### src/rtl/alu_bist_sequencer.sv
// -----------------------------------------------------------------------------
// alu_bist_sequencer
//
// Built-in self-test sequencer for the core's combinational ALU. While a run
// is active it drives AluOp/SrcA/SrcB from registered state. AluOp sweeps
// 0..LAST_OP. For each op it applies VECTORS operand pairs taken from two
// Galois LFSRs. Each cycle it folds the returned result and flags into a
// 32-bit MISR. At the end of the run the MISR value is presented on
// `signature` and compared against `expected_sig`.
//
// Optional feature (macro ALU_BIST_CORNER_EN):
//   The first four vectors of every op use fixed corner operand pairs. The
//   operand LFSRs hold during those vectors. Total run length is unchanged.
//
// Ports:
//   clk, rst         clock; synchronous active-high reset
//   start            begin a run (sampled only in IDLE)
//   busy             high while vectors are being applied
//   done             one-cycle pulse when the final vector has been absorbed
//   pass             registered (signature == expected_sig), valid from done
//   signature        final MISR value, held until the next start
//   expected_sig     golden signature
//   AluOp/SrcA/SrcB  registered stimulus to the ALU (zero outside RUN)
//   result, ZeroFlag, OverflowFlag, NegativeFlag, CarryFlag  ALU response
//   dbg_state        current FSM state (0=IDLE, 1=RUN, 2=DONE)
//
// Handshake: start is a level sampled on a rising edge only while IDLE. The
// run begins on that edge, and start is ignored in every other state. There
// is no ready/ack; completion is reported by the single-cycle done pulse.
// -----------------------------------------------------------------------------
module alu_bist_sequencer #(
  parameter int unsigned VECTORS  = 256,
  parameter logic [3:0]  LAST_OP  = 4'd10,
  parameter logic [31:0] SEED_A   = 32'hACE1_2468,
  parameter logic [31:0] SEED_B   = 32'h1357_9BDF,
  parameter logic [31:0] SIG_INIT = 32'hFFFF_FFFF
) (
  input  logic        clk,
  input  logic        rst,
  input  logic        start,
  output logic        busy,
  output logic        done,
  output logic        pass,
  output logic [31:0] signature,
  input  logic [31:0] expected_sig,
  output logic [3:0]  AluOp,
  output logic [31:0] SrcA,
  output logic [31:0] SrcB,
  input  logic [31:0] result,
  input  logic        ZeroFlag,
  input  logic        OverflowFlag,
  input  logic        NegativeFlag,
  input  logic        CarryFlag,
  output logic [1:0]  dbg_state
);

  localparam int VW = (VECTORS > 1) ? $clog2(VECTORS) : 1;
  localparam logic [VW-1:0] VEC_LAST = VW'(VECTORS - 1);

`ifdef ALU_BIST_CORNER_EN
  localparam bit CORNER_EN = 1'b1;
`else
  localparam bit CORNER_EN = 1'b0;
`endif

  typedef enum logic [1:0] {
    ST_IDLE = 2'd0,
    ST_RUN  = 2'd1,
    ST_DONE = 2'd2
  } state_t;

  // 32-bit Galois LFSR / MISR shift, taps 0x8020_0003.
  function automatic logic [31:0] step(input logic [31:0] x);
    return (x >> 1) ^ (x[0] ? 32'h8020_0003 : 32'h0);
  endfunction

  // True for the fixed-pair vectors at the start of each op.
  function automatic logic is_corner(input logic [VW-1:0] v);
    return CORNER_EN && (32'(v) < 32'd4);
  endfunction

  // Fixed operand pairs {SrcA, SrcB}. They target zero, carry-out and
  // signed overflow in add/sub.
  function automatic logic [63:0] corner_pair(input logic [VW-1:0] v);
    case (32'(v))
      32'd0:   return {32'h0000_0000, 32'h0000_0000};
      32'd1:   return {32'hFFFF_FFFF, 32'h0000_0001};
      32'd2:   return {32'h7FFF_FFFF, 32'h0000_0001};
      default: return {32'h8000_0000, 32'hFFFF_FFFF};
    endcase
  endfunction

  state_t        state_q, state_d;
  logic [31:0]   lfsr_a_q, lfsr_a_d;
  logic [31:0]   lfsr_b_q, lfsr_b_d;
  logic [31:0]   sig_q, sig_d;
  logic [3:0]    op_q, op_d;
  logic [VW-1:0] vec_q, vec_d;
  logic          busy_q, busy_d;
  logic          done_q, done_d;
  logic          pass_q, pass_d;
  logic [31:0]   signature_q, signature_d;
  logic [3:0]    alu_op_q, alu_op_d;
  logic [31:0]   src_a_q, src_a_d;
  logic [31:0]   src_b_q, src_b_d;
  logic [31:0]   absorb;

  // Flags occupy the low nibble so that any flag error also perturbs the MISR.
  assign absorb = result ^ {28'd0, ZeroFlag, OverflowFlag, NegativeFlag, CarryFlag};

  always_comb begin
    state_d     = state_q;
    lfsr_a_d    = lfsr_a_q;
    lfsr_b_d    = lfsr_b_q;
    sig_d       = sig_q;
    op_d        = op_q;
    vec_d       = vec_q;
    busy_d      = busy_q;
    done_d      = 1'b0;
    pass_d      = pass_q;
    signature_d = signature_q;

    case (state_q)
      ST_IDLE: begin
        if (start) begin
          state_d     = ST_RUN;
          lfsr_a_d    = SEED_A;
          lfsr_b_d    = SEED_B;
          sig_d       = SIG_INIT;
          op_d        = 4'd0;
          vec_d       = '0;
          busy_d      = 1'b1;
          pass_d      = 1'b0;
          signature_d = 32'd0;
        end
      end

      ST_RUN: begin
        sig_d = step(sig_q) ^ absorb;
        // Corner vectors do not consume LFSR states, so the pseudo-random
        // stream resumes exactly where it stopped.
        if (!is_corner(vec_q)) begin
          lfsr_a_d = step(lfsr_a_q);
          lfsr_b_d = step(lfsr_b_q);
        end
        if (vec_q == VEC_LAST) begin
          vec_d = '0;
          op_d  = op_q + 4'd1;
          if (op_q == LAST_OP) begin
            state_d     = ST_DONE;
            busy_d      = 1'b0;
            done_d      = 1'b1;
            signature_d = sig_d;
            pass_d      = (sig_d == expected_sig);
          end
        end else begin
          vec_d = vec_q + VW'(1);
        end
      end

      ST_DONE: begin
        state_d = ST_IDLE;
        // Re-sample the golden value during the done cycle and hold the
        // result until the next start.
        pass_d  = (sig_q == expected_sig);
      end

      default: begin
        state_d = ST_IDLE;
      end
    endcase

    // Operand registers are loaded from the next-state view. The ALU then
    // sees each vector for a full cycle before it is absorbed.
    alu_op_d = 4'd0;
    src_a_d  = 32'd0;
    src_b_d  = 32'd0;
    if (state_d == ST_RUN) begin
      alu_op_d = op_d;
      if (is_corner(vec_d)) begin
        {src_a_d, src_b_d} = corner_pair(vec_d);
      end else begin
        src_a_d = lfsr_a_d;
        src_b_d = lfsr_b_d;
      end
    end
  end

  always_ff @(posedge clk) begin
    if (rst) begin
      state_q     <= ST_IDLE;
      lfsr_a_q    <= 32'd0;
      lfsr_b_q    <= 32'd0;
      sig_q       <= 32'd0;
      op_q        <= 4'd0;
      vec_q       <= '0;
      busy_q      <= 1'b0;
      done_q      <= 1'b0;
      pass_q      <= 1'b0;
      signature_q <= 32'd0;
      alu_op_q    <= 4'd0;
      src_a_q     <= 32'd0;
      src_b_q     <= 32'd0;
    end else begin
      state_q     <= state_d;
      lfsr_a_q    <= lfsr_a_d;
      lfsr_b_q    <= lfsr_b_d;
      sig_q       <= sig_d;
      op_q        <= op_d;
      vec_q       <= vec_d;
      busy_q      <= busy_d;
      done_q      <= done_d;
      pass_q      <= pass_d;
      signature_q <= signature_d;
      alu_op_q    <= alu_op_d;
      src_a_q     <= src_a_d;
      src_b_q     <= src_b_d;
    end
  end

  assign busy      = busy_q;
  assign done      = done_q;
  assign pass      = pass_q;
  assign signature = signature_q;
  assign AluOp     = alu_op_q;
  assign SrcA      = src_a_q;
  assign SrcB      = src_b_q;
  assign dbg_state = state_q;

endmodule

### config.mk
export PLATFORM = sky130hd
export DESIGN_NAME = alu_bist_sequencer
export DESIGN_NICKNAME = d
export VERILOG_FILES = /design/src/rtl/alu_bist_sequencer.sv
export SDC_FILE = /design/constraint.sdc
export NUM_CORES = 1
export LEC_CHECK = 0
export BUFFER_PORTS_ARGS = -buffer_cell sky130_fd_sc_hd__buf_2
export CAP_MARGIN = 25
export CORE_ASPECT_RATIO = 0.9
export CORE_MARGIN = 10
export CORE_UTILIZATION = 57
export CTS_BUF_LIST = sky130_fd_sc_hd__clkbuf_4
export DETAILED_ROUTE_END_ITERATION = 6
export GPL_ROUTABILITY_DRIVEN = 0
export PLACE_DENSITY = 0.86
export SYNTH_ARGS = -nofsm -noshare
export SYNTH_HDL_FRONTEND = slang
export SYNTH_SLANG_ARGS = --single-unit
### constraint.sdc
create_clock -name clk -period 2.4 [get_ports clk]
set_clock_uncertainty 0.05 [all_clocks]
set_input_delay 0.36 -clock clk [delete_from_list [all_inputs] [get_ports clk]]
set_output_delay 0.36 -clock clk [all_outputs]
set_load 0.05 [all_outputs]
==> results of run 1 <==
-- layout make-up --
| cell class | instances | area [sq um] |
|---|---|---|
| fillers | 1203 | 4370 |
| flip-flops and latches | 213 | 4260 |
| multi-input cells | 657 | 4040 |
| repair buffers | 197 | 1100 |
| clock buffers | 76 | 571 |
| well taps | 198 | 248 |
| clock inverters | 15 | 111 |
| inverters | 29 | 109 |
| diodes | 1 | 2.50 |
-- layer usage --
metal	part of all wire, %	wire length [um]	up-vias
li1	-	-	3695
met1	43	9830	3578
met2	47	10800	322
met3	7.8	1790	48
met4	2.5	570	0
met5	0	0	-
-- cells in the mapped netlist, types with 6 or more instances --
cell type | count | area, sq um
and2_1 | 32 | 200
buf_2 | 18 | 90.1
o22ai_1 | 42 | 263
xnor2_1 | 25 | 219
ha_1 | 6 | 75.1
a22oi_1 | 33 | 248
nor2b_1 | 9 | 56.3
a21oi_1 | 41 | 205
o21ai_0 | 37 | 185
inv_1 | 28 | 105
dfxtp_1 | 213 | 4260
nand3_1 | 35 | 175
clkbuf_1 | 33 | 124
nor2_1 | 191 | 717
xor2_1 | 43 | 377
mux2i_1 | 49 | 490
buf_1 | 7 | 26.3
nand2_1 | 47 | 176
-- metrics by stage --
| step | area, sq um | std cells | hold WS (ns) |
|---|---|---|---|
| floorplan | 8700 | 966 | 0.422 |
| global placement | 9730 | 1291 | 0.386 |
| detailed placement | 9730 | 1291 | 0.391 |
| CTS | 10400 | 1385 | 0.0193 |
| global route | 10400 | 1386 | 0.0502 |
| finish | 10400 | 1386 | 0.0792 |
-- what timing repair did --
action,4_1_cts,5_1_grt
gates resized for setup,0,1
hold buffers,3,0
setup buffers,0,0
endpoints found under the setup margin,0,1
endpoints found under the hold margin,3,0
-- power groups by stage --
stage / clock (uW) / combinational (uW) / sequential [uW]
global route: 3310 / 1960 / 3990
detailed placement: 0 / 1780 / 4040
global placement: 0 / 1750 / 4030
floorplan: 0 / 1010 / 4330
finish: 3040 / 1820 / 3970
CTS: 3120 / 1800 / 3960
-- worst min-delay path, stage by stage --
cell and delay, ns:
buf_2 0.09, xor2_1 0.11, nand3_1 0.10, a21oi_1 0.06
-- path summary, 6_finish.rpt --
check | start | end | slack [ns]
max | dbg_state[0]$_SDFF_PP0_ | pass$_SDFFE_PP0P_ | 0.16
min | result[26] | signature[26]$_SDFFE_PP0P_ | 0.08
max reg2reg | dbg_state[0]$_SDFF_PP0_ | pass$_SDFFE_PP0P_ | 0.16
min reg2reg | signature[14]$_SDFFE_PP0P_ | signature[14]$_SDFFE_PP0P_ | 0.40
-- flip-flops by register name, indices dropped and copies added, names as in the netlist, 2 cells and up --
signal and count:
SrcA 32, SrcB 32, lfsr_a_q 32, vec_q 8
AluOp 4, lfsr_b_q 32, signature 32, op_q 4
dbg_state 2, sig_q 32
-- cells by family after synthesis --
family,count (synthesis)
AOI/OAI and AO/OA,188
xor gates and xnor gates,72
adders and majority gates,6
buffers and inverters,96
DFF,213
muxes,50
and+or+nand+nor,341
==> flow_summary.json, run 1 <==
{
  "grt.met2_usage_pct": 35.1,
  "dp_hpwl_um": 15600,
  "ys_warn_count": 0,
  "synth_compound_area_share_pct": 13.9,
  "grt-busiest-layer": "met2",
  "cts_buffer_depth": 3,
  "synth.cell_area_sq_um": 8700,
  "yosysSeqAreaShare_pct": 49.0,
  "postLayoutSetupSlackWorst_ns": 0.159,
  "clk_pin_slew_worst_paths_ns": 0.07,
  "rows": 42,
  "synth_top_family_by_area": "simple AND/OR/NAND/NOR gates",
  "drc": 3,
  "ir_drop_mv": 0.541,
  "antenna_found_initial": 1,
  "place_ws_ns": 0.121,
  "die_w_um": 150,
  "ant_nets": 0,
  "pin_count": 176,
  "insertion_delay_ns": 0.63,
  "fin_crit_sh_pct": 93.4,
  "required_ns": 2.85,
  "final_common_cell": "dfxtp_1",
  "min_path_cells": 4,
  "avgSynthCellArea_sq_um": 9.01,
  "drt-initial-drc-count": 640,
  "violations": "design-rule violations",
  "synth.mux.area_fraction_pct": 5.76,
  "crit_path_max_fanout": 26,
  "worstSetupPathDepth": 9,
  "grt_pass1_wl_um": 36600,
  "synth_edf_count": 0,
  "cts_root_buf": "clkbuf_4",
  "grtUsageMet3_pct": 4.82,
  "final_cell_mix": "dfxtp_1, nor2_1, buf_2",
  "slew_headroom_pct": 53.1,
  "synth_fa_ha_area_share_pct": 0.863,
  "tightestPinTransition_ns": 0.685,
  "setup_viol": 0,
  "critPathSlowestCell": "dfxtp_1",
  "min_period_ns": 2.24,
  "powerDensity_nw_per_um2": 845,
  "setup_tns_ns": 0,
  "ys.flop_type": "dfxtp_1",
  "synth-xor-area-share_pct": 7.94,
  "async_reset_ff_share_pct": 0,
  "critPathTopFamily": "compound AO/OA/AOI/OAI gates",
  "clock_sinks": 213,
  "syn_inst": 966,
  "post-route-util_pct": 70.5,
  "critical_path.max_stage_delay_ns": 0.39,
  "cp.arrival_ns": 2.69,
  "final-hold-violation-count": 0,
  "area.growth.synth_to_final_pct": 20.0,
  "overflow": 0,
  "synth-simple-area-share_pct": 17.5,
  "viasPerCell": 5.51,
  "status": "finished, violations left",
  "crit_buf_inv": 3,
  "grt_pass1_vias": 7547,
  "rsz0062_at_grt": "no",
  "cts_made_buffers": 51,
  "ys_ff_latch": 213,
  "power_frac_clock_pct": 34.5,
  "grt_usage_pct": 21.5,
  "use_met1_pct": 26.8,
  "swShare_pct": 31.2,
  "finalPower_uw": 8830,
  "port-buffer-count": 175,
  "grt_max_degree": 141,
  "synthDistinctLibCells": 60,
  "drt-total-wl_um": 23000,
  "p_comb_share_pct": 20.6,
  "start_util_pct": 58.7,
  "startpoint_type": "flip-flop",
  "nNetsFinal": 1226,
  "r2r_cells": 9,
  "slew_violations": 0,
  "hold_class": "primary input to flip-flop",
  "intPower_uw": 6080,
  "timing.fmax_mhz": 446,
  "power.leakage_uw": 0.00470,
  "die_area_sq_um": 20600,
  "sequentialPowerShare_pct": 45.0,
  "end_kind": "flip-flop",
  "vias": 7643,
  "p_sw_uw": 2750,
  "wl_per_cell_um": 16.6,
  "max-cap-violations": 0,
  "core_sq_um": 14800,
  "drive_above_1_share_pct": 24.3,
  "h-tree-depth": 2,
  "crit_chain": "inv_1 -> ha_1 -> inv_2 -> buf_12 -> mux2i_1 -> xnor2_1 -> nor4_1 -> o2111ai_1 -> o31ai_1",
  "cts_tree": "yes",
  "worstSetupPathType": "flip-flop to flip-flop",
  "dr.pass1.iters": 7,
  "dieHeight_um": 137,
  "syn-num-nets": 1043
}
No activity file was read; power rests on OpenSTA's default activity.
==> inputs of run 2 (changes only) <==
- GPL_TIMING_DRIVEN: unset -> 0
==> run 2 against run 1 <==
  * The run now ends clean
  * Critical path depth unchanged
  * Setup slack worse by 0.067 ns
  * Non-clock buffer count up 44
  * Wire length up 8.1%
  * Maximum frequency down 2.9%
  * Clock-buffer cell count down 4
  * Register-to-register slack worse by 0.07 ns
  * Sequential share of layout area down 0.33 points
  * Final area up 0.81%
  * Highest routed layer unchanged
==> flow_summary.json, run 2 (synthesis gave the netlist of run 1 again) <==
{
  "place_ws_ns": -0.103,
  "slew_headroom_pct": 53.8,
  "hold_class": "primary input to flip-flop",
  "placed_cells_incl_taps": 1337,
  "start_util_pct": 58.7,
  "cts_tree": "yes",
  "min_period_ns": 2.31,
  "powerDensity_nw_per_um2": 837,
  "clk_pin_slew_worst_paths_ns": 0.07,
  "fin_crit_sh_pct": 96.2,
  "grt_pass1_vias": 7629,
  "timing.fmax_mhz": 433,
  "swShare_pct": 31.8,
  "port-buffer-count": 173,
  "sequentialPowerShare_pct": 44.9,
  "tightestPinTransition_ns": 0.694,
  "whs_ns": 0.0480,
  "cts_root_buf": "clkbuf_4",
  "ir_drop_mv": 0.472,
  "clock_sinks": 213,
  "p_sw_uw": 2800,
  "grt_pass1_wl_um": 39000,
  "die_area_sq_um": 20600,
  "wl_per_cell_um": 17.5,
  "viasPerCell": 5.55,
  "worstSetupPathType": "flip-flop to flip-flop",
  "power.leakage_uw": 0.00473,
  "crit_path_max_fanout": 10,
  "cp.arrival_ns": 2.77,
  "cts_made_buffers": 51,
  "h-tree-depth": 2,
  "core_sq_um": 14800,
  "final_cell_mix": "dfxtp_1, nor2_1, buf_2",
  "drt-total-wl_um": 24900,
  "grt_max_degree": 14,
  "drc": 0,
  "dr.pass1.iters": 6,
  "pin_count": 176,
  "slew_violations": 0,
  "required_ns": 2.87,
  "dieHeight_um": 137,
  "postLayoutSetupSlackWorst_ns": 0.0921,
  "overflow": 0,
  "drive_above_1_share_pct": 24.4,
  "fill_cells": 1166,
  "insertion_delay_ns": 0.66,
  "die_w_um": 150,
  "max-cap-violations": 0,
  "regArea_sq_um": 4260,
  "setup_viol": 0,
  "antenna_found_initial": 2,
  "nNetsFinal": 1270,
  "post-route-util_pct": 71.1,
  "status": "finished clean",
  "post_cts_buffers": 0,
  "final_common_cell": "dfxtp_1",
  "rsz0062_at_grt": "no",
  "power_frac_clock_pct": 33.8,
  "rows": 42,
  "finalPower_uw": 8820,
  "area.growth.synth_to_final_pct": 21.0,
  "p_comb_share_pct": 21.3,
  "startpoint_type": "flip-flop",
  "drt-initial-drc-count": 857,
  "final-hold-violation-count": 0,
  "multi_input_area_sq_um": 4030,
  "grt_usage_pct": 23.3,
  "cts_buffer_depth": 3,
  "ant_nets": 0,
  "final_cell_count_no_fill": 1424,
  "end_kind": "flip-flop",
  "dp_hpwl_um": 18200,
  "vias": 7906,
  "intPower_uw": 6010
}
run 2: power by group through the flow:
stage / Clock [uW] / Sequential, uW / Combinational (uW)
after detailed placement: 0 / 4030 / 1820
after CTS: 3010 / 3950 / 1850
after global routing: 3190 / 3980 / 2040
after global placement: 0 / 4020 / 1790
final: 2980 / 3960 / 1880
after floorplan: 0 / 4330 / 1010
run 2: what timing repair did:
action                                  4_1_cts  5_1_grt
endpoints found under the setup margin       16      121
resized for setup                             4       25
pin swaps                                     0        1
hold buffers                                  2        0
endpoints found under the hold margin         2        0
run 2: per-stage QoR:
| step | TNS (ns) | area [sq um] |
|---|---|---|
| 6_report | 0 | 10500 |
| 5_1_grt | 0 | 10500 |
| 4_1_cts | 0 | 10500 |
| 3_5_place_dp | -0.671 | 9820 |
| 3_3_place_gp | -0.471 | 9820 |
| 2_1_floorplan | 0 | 8700 |
run 2: critical path, cell delays in order, from the launching register on:
cell and delay, ns:
dfxtp_1 0.35, inv_1 0.09, ha_2 0.25, inv_4 0.13
buf_6 0.19, mux2i_1 0.21, o22ai_1 0.10, nor4_2 0.40
nand4_1 0.17, o31ai_1 0.23
run 2: final timing paths:
path | start | end | slack (ns) | cells after the start
setup / recovery | dbg_state[0]$_SDFF_PP0_ | pass$_SDFFE_PP0P_ | 0.09 | 9
hold reg to reg | signature[20]$_SDFFE_PP0P_ | signature[20]$_SDFFE_PP0P_ | 0.40 | 2
hold / removal | result[17] | signature[17]$_SDFFE_PP0P_ | 0.05 | 4
setup reg to reg | dbg_state[0]$_SDFF_PP0_ | pass$_SDFFE_PP0P_ | 0.09 | 9
run 2: final cells by class:
cell class,instances,area share [%]
Tap cell,198,2.35
Clock inverter,12,0.950
Buffer,66,3.31
Timing Repair Buffer,175,8.41
Clock buffer,72,5.13
Antenna cell,2,0.0475
Inverter,29,1.06
Multi-Input combinational cell,657,38.2
Sequential cell,213,40.5
run 2: layer usage:
metal	GRT usage, %	up-vias	wire [um]
li1	-	3777	-
met3	6.20	73	2510
met5	0	-	0
met4	11.4	0	836
met1	30.2	3631	10300
met2	35.4	425	11200
==> inputs of run 3 (changes only) <==
- clock period: 2.4 -> 2.16 ns (I/O delays scaled with it)
==> run 3 against run 2 <==
  * The run now ends with negative setup slack left
  * Final area rose by 0.83%
  * Via count increased by 1.3%
  * Register-to-register slack lost 0.17 ns
  * Non-clock buffer count rose by 6
  * Maximum frequency up 3.3%
  * Sequential share of layout area is 0.31 points lower
  * Global-route usage grew 0.19 points
  * Power grew 9.6%
  * Sequential power rose by 11%
  * Hold slack worse by 0.027 ns
  * Wire length up 1.5%
  * Combinational power rose by 13%
  * Critical path type unchanged
  * Largest cell class unchanged
==> flow_summary.json, run 3 (synthesis gave the netlist of run 1 again) <==
{
  "r2r_cells": 9,
  "cts_buffer_depth": 3,
  "required_ns": 2.68,
  "fill_cells": 1161,
  "fin_area_sq_um": 10600,
  "cp.arrival_ns": 2.75,
  "powerDensity_nw_per_um2": 910,
  "power.leakage_uw": 0.00478,
  "drc": 0,
  "slew_headroom_pct": 53.2,
  "worstSetupPathType": "flip-flop to flip-flop",
  "placed_area_sq_um": 9820,
  "rsz0062_at_grt": "yes",
  "viasPerCell": 5.59,
  "start_util_pct": 58.7,
  "clock_sinks": 213,
  "timing.fmax_mhz": 448,
  "postLayoutSetupSlackWorst_ns": -0.0746,
  "startpoint_type": "flip-flop",
  "fin_crit_sh_pct": 103,
  "regArea_sq_um": 4270,
  "grt_max_degree": 15,
  "crit_path_max_fanout": 10,
  "dieHeight_um": 137,
  "ir_drop_mv": 0.650,
  "dr.pass1.iters": 6,
  "final_common_cell": "dfxtp_1",
  "core_sq_um": 14800,
  "cts_root_buf": "clkbuf_4",
  "post-route-util_pct": 71.7,
  "port-buffer-count": 173,
  "drive_above_1_share_pct": 25.7,
  "die_area_sq_um": 20600,
  "overflow": 0,
  "vias": 8008,
  "reg2reg_slack_ns": -0.07,
  "end_kind": "flip-flop",
  "crit_path_start": "dbg_state[0]$_SDFF_PP0_",
  "whs_ns": 0.0208,
  "placed_cells_incl_taps": 1337,
  "nNetsFinal": 1276,
  "area.growth.synth_to_final_pct": 22.0,
  "hold_class": "primary input to flip-flop",
  "h-tree-depth": 2,
  "die_w_um": 150,
  "grt_usage_pct": 23.5,
  "max-cap-violations": 0,
  "setup_viol": 1,
  "violations": "negative setup slack",
  "status": "finished, violations left",
  "cts_made_buffers": 51,
  "min_period_ns": 2.23,
  "final_cell_count_no_fill": 1433,
  "wl_per_cell_um": 17.6,
  "clk_pin_slew_worst_paths_ns": 0.08,
  "dp_hpwl_um": 18200,
  "pin_count": 176,
  "rows": 42,
  "slew_violations": 0,
  "ant_nets": 0,
  "final_cell_mix": "dfxtp_1, nor2_1, buf_2",
  "crit_end": "pass$_SDFFE_PP0P_",
  "cts_tree": "yes",
  "rr_endpoint": "pass$_SDFFE_PP0P_",
  "insertion_delay_ns": 0.66,
  "r2r-start": "dbg_state[0]$_SDFF_PP0_",
  "drt-total-wl_um": 25200,
  "multi_input_area_sq_um": 4050,
  "grt_pass1_vias": 7802,
  "grt_pass1_wl_um": 39300,
  "tightestPinTransition_ns": 0.702,
  "setup_tns_ns": -0.0746,
  "final-hold-violation-count": 0,
  "antenna_found_initial": 2,
  "drt-initial-drc-count": 659
}
run 3: cell count changes in the layout (fill, tap and decap cells not counted), sizes merged:
cell,previous run,this run
bufinv,2,0
clkbuf,109,115
clkinv,10,11
buf,202,203
dlygate4sd3,2,4
clkinvlp,0,1
run 3: timing repair:
item,in CTS,in global routing
buffers inserted,0,4
pin swaps,1,2
hold endpoints to repair,4,0
endpoints found under the setup margin,164,138
gates resized for setup,21,30
hold buffers,4,0
run 3: cell type report:
cell class              instances  share of cell area (%)
flip-flops and latches        213                    40.2
multi-input cells             657                    38.1
repair buffers                181                    8.81
clock buffers                  75                    5.30
plain buffers                  66                    3.63
well taps                     198                    2.33
inverters                      29                    1.05
clock inverters                12                   0.518
diodes                          2                  0.0471
run 3: critical path, cell delays in order (launching register included):
cell,delay (ns)
dfxtp_2,0.34
inv_1,0.07
ha_2,0.24
inv_4,0.15
buf_8,0.18
mux2i_1,0.19
o22ai_1,0.11
nor4_2,0.41
nand4_1,0.17
o31ai_1,0.24
run 3: power by group:
part | switching, uW | leakage (uW) | internal (uW)
registers | 188 | 0.00175 | 4210
logic | 1390 | 0.00266 | 741
clock network | 1550 | 0.000367 | 1580
run 3: routing by layer:
layer	track usage [%]	wire, um
met1	29.8	10200
met2	36.9	11600
met3	6.36	2630
met4	10.6	805
met5	0	0
run 3: worst min-delay path by stage:
stage / start / to / depth (start not counted)
after CTS: result[4] / signature[4]$_SDFFE_PP0P_ / 4
after global placement: signature[12]$_SDFFE_PP0P_ / signature[12]$_SDFFE_PP0P_ / 2
after detailed placement: signature[6]$_SDFFE_PP0P_ / signature[6]$_SDFFE_PP0P_ / 2
final: result[4] / signature[4]$_SDFFE_PP0P_ / 4
after global routing: result[9] / signature[9]$_SDFFE_PP0P_ / 4
after floorplan: vec_q[1]$_SDFFE_PP0P_ / vec_q[1]$_SDFFE_PP0P_ / 2
run 3: through the flow:
stage / power, uW / worst slack, ns
final: 9660 / -0.0746
after global routing: 10100 / -0.147
after CTS: 9640 / -0.0303
after detailed placement: 6500 / -0.346
after global placement: 6460 / -0.313
after floorplan: 5940 / 0.0212
